[src/rtl/fetch_pc_unit.sv]
// Fetch stage: owns the PC, issues in-order imem requests steered by the predictor,
// and queues returned instructions with their prediction for decode. Optional macro: FETCH_PERF_CNT_EN.
module fetch_pc_unit #(
   parameter logic [31:0] RESET_PC    = 32'h0000_0000,
   parameter int          QUEUE_DEPTH = 4,
   parameter int          PTR_WIDTH   = $clog2(QUEUE_DEPTH)
) (
   input  logic        clk,
   input  logic        rst,
   output logic [31:0] fetchPc,
   input  logic        fetchHit,
   input  logic [31:0] fetchTarget,
   output logic        imemReqValid,
   input  logic        imemReqReady,
   output logic [31:0] imemReqAddr,
   input  logic        imemRspValid,
   input  logic [31:0] imemRspData,
   output logic        decValid,
   input  logic        decReady,
   output logic [31:0] decInstr,
   output logic [31:0] decPc,
   output logic        decPredTaken,
   output logic [31:0] decPredTarget,
   input  logic        exRedirect,
   input  logic [31:0] exRedirectPc,
   output logic [31:0] perfRedirects,
   output logic [31:0] perfFullCycles
);
   localparam logic [PTR_WIDTH:0]   LP_DEPTH   = (PTR_WIDTH+1)'(QUEUE_DEPTH);
   localparam logic [PTR_WIDTH:0]   LP_CNT_ONE = (PTR_WIDTH+1)'(1);
   localparam logic [PTR_WIDTH-1:0] LP_PTR_ONE = PTR_WIDTH'(1);

   logic [31:0]            r_pc;
   logic [31:0]            r_ent_pc     [QUEUE_DEPTH];
   logic                   r_ent_taken  [QUEUE_DEPTH];
   logic [31:0]            r_ent_target [QUEUE_DEPTH];
   logic [31:0]            r_ent_instr  [QUEUE_DEPTH];
   logic [QUEUE_DEPTH-1:0] r_ent_filled;
   logic [PTR_WIDTH-1:0]   r_head;
   logic [PTR_WIDTH-1:0]   r_tail;
   logic [PTR_WIDTH-1:0]   r_fill;
   logic [PTR_WIDTH:0]     r_count;
   logic [PTR_WIDTH:0]     r_pending;
   logic [PTR_WIDTH:0]     r_drop;

   logic                   w_req_fire;
   logic                   w_pop;
   logic                   w_rsp_live;
   logic                   w_rsp_drop;
   logic                   w_rsp_fill;
   logic [31:0]            w_next_pc;
   logic [PTR_WIDTH:0]     w_redirect_drop;

   // Handshakes: a transfer happens on a cycle where valid && ready; valid never depends on ready.
   always_comb begin
      fetchPc         = r_pc;
      imemReqAddr     = r_pc;
      imemReqValid    = !rst && !exRedirect && (r_count < LP_DEPTH);
      decValid        = r_ent_filled[r_head] && (r_count != '0);
      decPc           = r_ent_pc[r_head];
      decInstr        = r_ent_instr[r_head];
      decPredTaken    = r_ent_taken[r_head];
      decPredTarget   = r_ent_target[r_head];
      w_req_fire      = imemReqValid && imemReqReady;
      w_pop           = decValid && decReady;
      w_rsp_live      = imemRspValid && ((r_pending != '0) || (r_drop != '0));
      w_rsp_drop      = w_rsp_live && (r_drop != '0);
      w_rsp_fill      = w_rsp_live && (r_drop == '0) && !exRedirect && !rst;
      w_next_pc       = fetchHit ? fetchTarget : r_pc + 32'd4;
      // Every in-flight response becomes stale; one arriving right now is already consumed.
      w_redirect_drop = r_pending + r_drop - (w_rsp_live ? LP_CNT_ONE : '0);
   end

   always_ff @(posedge clk) begin
      if (rst) begin
         r_pc         <= RESET_PC;
         r_head       <= '0;
         r_tail       <= '0;
         r_fill       <= '0;
         r_count      <= '0;
         r_pending    <= '0;
         r_drop       <= '0;
         r_ent_filled <= '0;
      end else if (exRedirect) begin
         r_pc         <= exRedirectPc;
         r_head       <= '0;
         r_tail       <= '0;
         r_fill       <= '0;
         r_count      <= '0;
         r_pending    <= '0;
         r_drop       <= w_redirect_drop;
         r_ent_filled <= '0;
      end else begin
         if (w_req_fire) begin
            r_pc                 <= w_next_pc;
            r_tail               <= r_tail + LP_PTR_ONE;
            r_ent_filled[r_tail] <= 1'b0;
         end
         if (w_rsp_drop) begin
            r_drop <= r_drop - LP_CNT_ONE;
         end
         if (w_rsp_fill) begin
            r_ent_filled[r_fill] <= 1'b1;
            r_fill               <= r_fill + LP_PTR_ONE;
         end
         if (w_pop) begin
            r_head <= r_head + LP_PTR_ONE;
         end
         case ({w_req_fire, w_pop})
            2'b10:   r_count <= r_count + LP_CNT_ONE;
            2'b01:   r_count <= r_count - LP_CNT_ONE;
            default: ;
         endcase
         case ({w_req_fire, w_rsp_fill})
            2'b10:   r_pending <= r_pending + LP_CNT_ONE;
            2'b01:   r_pending <= r_pending - LP_CNT_ONE;
            default: ;
         endcase
      end
   end

   // Payload storage needs no reset; the filled flags and count gate visibility.
   always_ff @(posedge clk) begin
      if (w_req_fire) begin
         r_ent_pc[r_tail]     <= r_pc;
         r_ent_taken[r_tail]  <= fetchHit;
         r_ent_target[r_tail] <= fetchTarget;
      end
      if (w_rsp_fill) begin
         r_ent_instr[r_fill] <= imemRspData;
      end
   end

`ifdef FETCH_PERF_CNT_EN
   logic [31:0] r_perf_redirects;
   logic [31:0] r_perf_full;

   always_ff @(posedge clk) begin
      if (rst) begin
         r_perf_redirects <= '0;
         r_perf_full      <= '0;
      end else begin
         if (exRedirect && (r_perf_redirects != 32'hFFFF_FFFF)) begin
            r_perf_redirects <= r_perf_redirects + 32'd1;
         end
         if ((r_count == LP_DEPTH) && (r_perf_full != 32'hFFFF_FFFF)) begin
            r_perf_full <= r_perf_full + 32'd1;
         end
      end
   end

   assign perfRedirects  = r_perf_redirects;
   assign perfFullCycles = r_perf_full;
`else
   assign perfRedirects  = '0;
   assign perfFullCycles = '0;
`endif

endmodule

[config.mk]
export PLATFORM = sky130hd
export DESIGN_NAME = fetch_pc_unit
export DESIGN_NICKNAME = d
export VERILOG_FILES = /design/src/rtl/fetch_pc_unit.sv
export SDC_FILE = /design/constraint.sdc
export NUM_CORES = 1
export LEC_CHECK = 0
export CORE_ASPECT_RATIO = 0.6
export CORE_UTILIZATION = 47
export DETAILED_ROUTE_END_ITERATION = 7
export PLACE_DENSITY = 0.84
export SKIP_LAST_GASP = 1
export SLEW_MARGIN = 30
export SYNTH_ARGS = -nofsm -noshare
export SYNTH_HDL_FRONTEND = slang
export SYNTH_SLANG_ARGS = --single-unit
[constraint.sdc]
create_clock -name clk -period 3.6 [get_ports clk]
set_input_delay 0.72 -clock clk [delete_from_list [all_inputs] [get_ports clk]]
set_output_delay 0.72 -clock clk [all_outputs]
set_load 0.005 [all_outputs]
# Word level (Yosys, flattened, before mapping)
# Memory sizes are Yosys's and may differ from the RTL's. A register that Yosys moved wholly into a read port is not among the register bits.
# Cells that the tools add are included.
dict set report word_totals {
  regBits 51
  latchBits 0
  ram_bits 388
  romBits 0
  in_bits 103
  out_inout_bits 227
  mem_count 4
}
# name words width read_ports rd_ports_with_merged_regs write_ports line
set memory_table {}
lappend memory_table {r_ent_instr 4 32 1 1 1 37} ;# logic [31:0] r_ent_instr [QUEUE_DEPTH];
lappend memory_table {r_ent_pc 4 32 1 1 1 34} ;# logic [31:0] r_ent_pc [QUEUE_DEPTH];
lappend memory_table {r_ent_target 4 32 1 1 1 36} ;# logic [31:0] r_ent_target [QUEUE_DEPTH];
lappend memory_table {r_ent_taken 4 1 1 1 1 35} ;# logic r_ent_taken [QUEUE_DEPTH];
dict set report op_classes {
  addsub 11
  n_mul 0
  div_mod_pow 0
  order_cmp 6
  n_eq_ne 4
  shift 0
  n_mux 30
  n_bitwise 3
  n_reduce_logical 24
}
# cell count
set ops {}
lappend ops {{$mux W32} 3}
lappend ops {{$add A32 B3 Y32 const B} 1}
lappend ops {{$mux W2} 8}
lappend ops {{$mux W4} 4}
lappend ops {{$logic_and A1 B1 Y1} 12}
lappend ops {{$pmux W3 S2} 2}
lappend ops {{$lt A2 B3 Y1 const B} 3}
lappend ops {{$reduce_bool A3 Y1} 3}
lappend ops {{$sub A3 B1 Y3 const B} 3}
lappend ops {{$mux W1} 8}
lappend ops {{$reduce_bool A2 Y1} 4}
lappend ops {{$add A2 B1 Y2 const B} 3}
lappend ops {{$add A3 B1 Y3 const B} 2}
lappend ops {{$mux W3} 2}
lappend ops {{$and A4 B4 Y4} 1}
lappend ops {{$demux W1 S2} 2}
lappend ops {{$eq A2 B1 Y1 const B} 2}
lappend ops {{$eq A2 B2 Y1 const B} 2}
lappend ops {{$ge A2 B1 Y1 const B} 2}
lappend ops {{$not A4 Y4} 1}
lappend ops {{$or A4 B4 Y4} 1}
lappend ops {{$add A3 B3 Y3} 1}
lappend ops {{$logic_not A3 Y1} 1}
lappend ops {{$lt A3 B3 Y1 const B} 1}
lappend ops {{5 further kinds} 6}

# Depth between registers and ports, before layout
dict set report depth {
  ltp_word 11
  depth_mapped 14
  mapped_depth_nobuf 14
}

# Worst setup path after synthesis
# Ideal clock, no wire load.
dict set report synth_path {
  kind {input-to-reg}
  start {in exRedirect}
  end {mem r_ent_pc[1][0] (enable)}
  setup_ps 431
  arrival_ps 3057
  path_slack_ps 112
  stages 4
  path_buffers 2
  cell_sequence {buf_2 nor4b_4 buf_2 and2_1}
}
dict set report synth_between {
  elab_chain_cells 6
}
# element line
set synth_rtl {}
lappend synth_rtl {{start, declared} 24} ;# input logic exRedirect,
lappend synth_rtl {{$logic_not A1 Y1} 58} ;# imemReqValid = !rst && !exRedirect && (r_count < LP_DEPTH);
lappend synth_rtl {{$logic_and A1 B1 Y1 (2 in series)} 58}
lappend synth_rtl {{$logic_and A1 B1 Y1} 64} ;# w_req_fire = imemReqValid && imemReqReady;
lappend synth_rtl {{$mux W1} 124} ;# if (w_req_fire) begin
lappend synth_rtl {{$mux W1 (implied by the code)} 125} ;# r_ent_pc[r_tail] <= r_pc;
lappend synth_rtl {{end, declared} 34}
# No other way between the ends.

==> reports/metrics.yaml <==
sta:
  max_freq_mhz: 318
  period_share_pct: 87.5
  relSlewSlack_pct: 59.4
  rsz0062_at_grt: "no"
  setup_slack_ps: 451
  fin_skew_ps: 26.3
  finalMaxSlewViolations: 0
  worst_slew_pin_slew_ps: 606
  period_minus_slack_ps: 3150
  setup_viol: 0
  tns_ps: 0
  hold_viol: 0
layout:
  finalNonFillerCells: 1846
  final_common_cell: "edfxtp_1"
  finalNetCount: 1417
  layout_common_cells: "edfxtp_1 (388), clkdlybuf4s50_1 (265), mux4_2 (98)"
  drive_above_1_share_pct: 16.2
  syn2layout_area_growth_pct: 24.2
synthesis:
  async_flop_share_pct: 0
  synth_edf_count: 388
  yosysWarnings: 0
  synth_cell_types: 64
  ys_ff_latch: 441
  synth_cells: 1037
  synth_flop_cell: "edfxtp_1"
  synth_area_sq_um: 18100
  syn_avg_cell_area_sq_um: 17.4
  seq_area_frac_synth_pct: 70.3
global_route:
  antenna_found_initial: 3
  grt_usage_pct: 21.9
  grt_pass1_wl_microns: 64700
  grt_overflow: 0
  grt_max_degree: 58
  grt_pass1_vias: 10500
cts:
  cts_hold_buf: 0
  cts_setup_buffers: 0
  clockBufferDepth: 3
  cts_buffers: 42
  cts_max_level: 2
  clkSlewWorstSetupHoldPaths_ps: 50
  cts.sink_count: 441
  clk_latency_ps: 550
  cts_tree: "done"
  cts_resized: 0
  root_buffer: "clkbuf_16"
die:
  die_w_microns: 255
  die_h_microns: 154
  start_util_pct: 47.9
  num_io_pins: 330
  core_area_sq_um: 37800
  rows: 55
  dieArea_sq_um: 39300
place:
  gp_congestion: 0.936
  hpwl_microns: 29200
  dp_slack_ps: 371
  place_inst: 1765
  numPortBuffers: 265
detailed_routing:
  drt-wirelength-per-cell_microns: 23.7
  ant_nets: 0
  vias: 10300
  routed_wl_microns: 43700
  dr.pass1.iters: 5
  drc: 0
  dr.first_iter.drc_count: 976
  post_drt_via_cell_ratio: 5.59
critical_path:
  worstPathArrival_ps: 2430
  crit_family: "buffers and inverters"
  cp_data_required_time_ps: 2880
  end_kind: "output port"
  path_cells: "buf_12 -> mux4_2 -> clkdlybuf4s50_1"
  cp_slowest_stage_delay_ps: 720
  crit_buf_inv: 2
  worst-setup-path-type: "reg2out"
  cp-start-kind: "flop"
  crit_fanout: 35
  worst_path_max_delay_cell: "dfxtp_4"
power:
  p_leak_uw: 0.00732
  finalPower_uw: 10900
  vdd_drop_max_mv: 0.360
  p_per_area_nw_per_um2: 485
run:
  cap_violations: 0
status:
  outcome: "completed"
hold_path:
  hp-class: "reg2reg"
[kinds of logic (layout without fill, tap and decap cells)]
kind of cell | after synthesis | after routing | share of synthesized area (%)
DFF | 441 | 441 | 70.3
xor gates and xnor gates | 13 | 13 | 0.629
adders and majority gates | 18 | 18 | 1.37
buffers and inverters | 169 | 399 | 5.70
AOI/OAI and AO/OA | 124 | 124 | 4.78
other | 1 | 67 | 0.0207
muxes | 103 | 103 | 12.5
and+or+nand+nor | 168 | 168 | 4.78
[flip-flops by register name, summed over array words and instances, names as in the netlist, 3 cells and up, named ones only]
name          count
r_ent_instr     128
r_ent_pc        128
r_ent_target    128
fetchPc          32
r_ent_filled      4
r_ent_taken       4
r_count           3
r_drop            3
r_pending         3
[layout make-up]
| type | instances | area (sq um) |
|---|---|---|
| Antenna cell | 3 | 7.51 |
| Clock buffer | 60 | 1180 |
| Clock inverter | 18 | 199 |
| Fill cell | 2728 | 15300 |
| Inverter | 20 | 75.1 |
| Multi-Input combinational cell | 490 | 4610 |
| Sequential cell | 441 | 12700 |
| Tap cell | 513 | 642 |
| Timing Repair Buffer | 301 | 3050 |
[metal layers]
layer  share of wire, %  vias up  routed length (microns)  GRT usage, %
met1                 42     5169                    18200          30.9
met5                  0        -                        0             0
li1                   -     4482                        -             -
met3                8.7       82                     3810          5.31
met4                2.5        0                     1110          5.94
met2                 47      592                    20500          34.3
[worst register-to-register path, delay by kind of cell, from the launching register on]
kind                     cells  cell delay, ps
flip-flops                   1             310
XOR/XNOR                     3             440
AND/OR/NAND/NOR              4             590
buffers and inverters        2             200
adder cells (fa/ha/maj)      4            1020
AO/OA/AOI/OAI                1             170
[path summary, 6_finish.rpt]
check                        from               to  slack [ps]  cells after the start
hold reg to reg   r_ent_filled[2]  r_ent_filled[2]         450                      2
hold / removal    r_ent_filled[2]  r_ent_filled[2]         450                      2
setup / recovery             flop     decPredTaken         450                      3
setup reg to reg        r_drop[0]        r_drop[2]         760                     14
[power by group]
group          switching [uW]  leakage [uW]  internal (uW)  total [uW]
Combinational             367       0.00268            389         755
Clock                    1880      0.000675           2530        4410
Sequential                105       0.00396           5640        5740
[Yosys cell counts (3+ instances only)]
library cell	n	share of area, %
edfxtp_1	388	64
mux2i_1	5	0.28
buf_2	20	0.55
and4_1	4	0.19
inv_1	17	0.35
a22oi_1	5	0.21
dfxtp_1	53	5.9
and4_4	3	0.19
nor3_1	12	0.33
a21oi_1	26	0.72
nand4_1	9	0.31
and3_1	14	0.48
o22ai_1	3	0.10
fa_1	3	0.33
nor2_1	43	0.89
a31oi_1	4	0.14
clkbuf_1	30	0.62
nor2b_1	3	0.10
mux4_2	98	12
and2_1	5	0.17
a211oi_1	6	0.25
or3_1	7	0.24
nand2b_1	5	0.17
o21ai_0	19	0.53
a2111oi_0	5	0.24
o31ai_1	5	0.21
buf_4	99	4.1
nand2_1	37	0.77
a221oi_1	6	0.29
xor2_1	5	0.24
o211ai_1	8	0.33
nand3_1	15	0.41
a311oi_1	7	0.34
ha_1	15	1.0
o21bai_1	7	0.29
xnor2_1	8	0.39
[through the flow]
stage	hold WS [ps]	util, %	instance area (sq um)
global placement	440	55.8	21100
CTS	459	59.5	22500
floorplan	429	-	18300
finish	454	59.5	22500
detailed placement	451	55.8	21100
global route	477	59.5	22500
(Power assumes the default switching activity.)
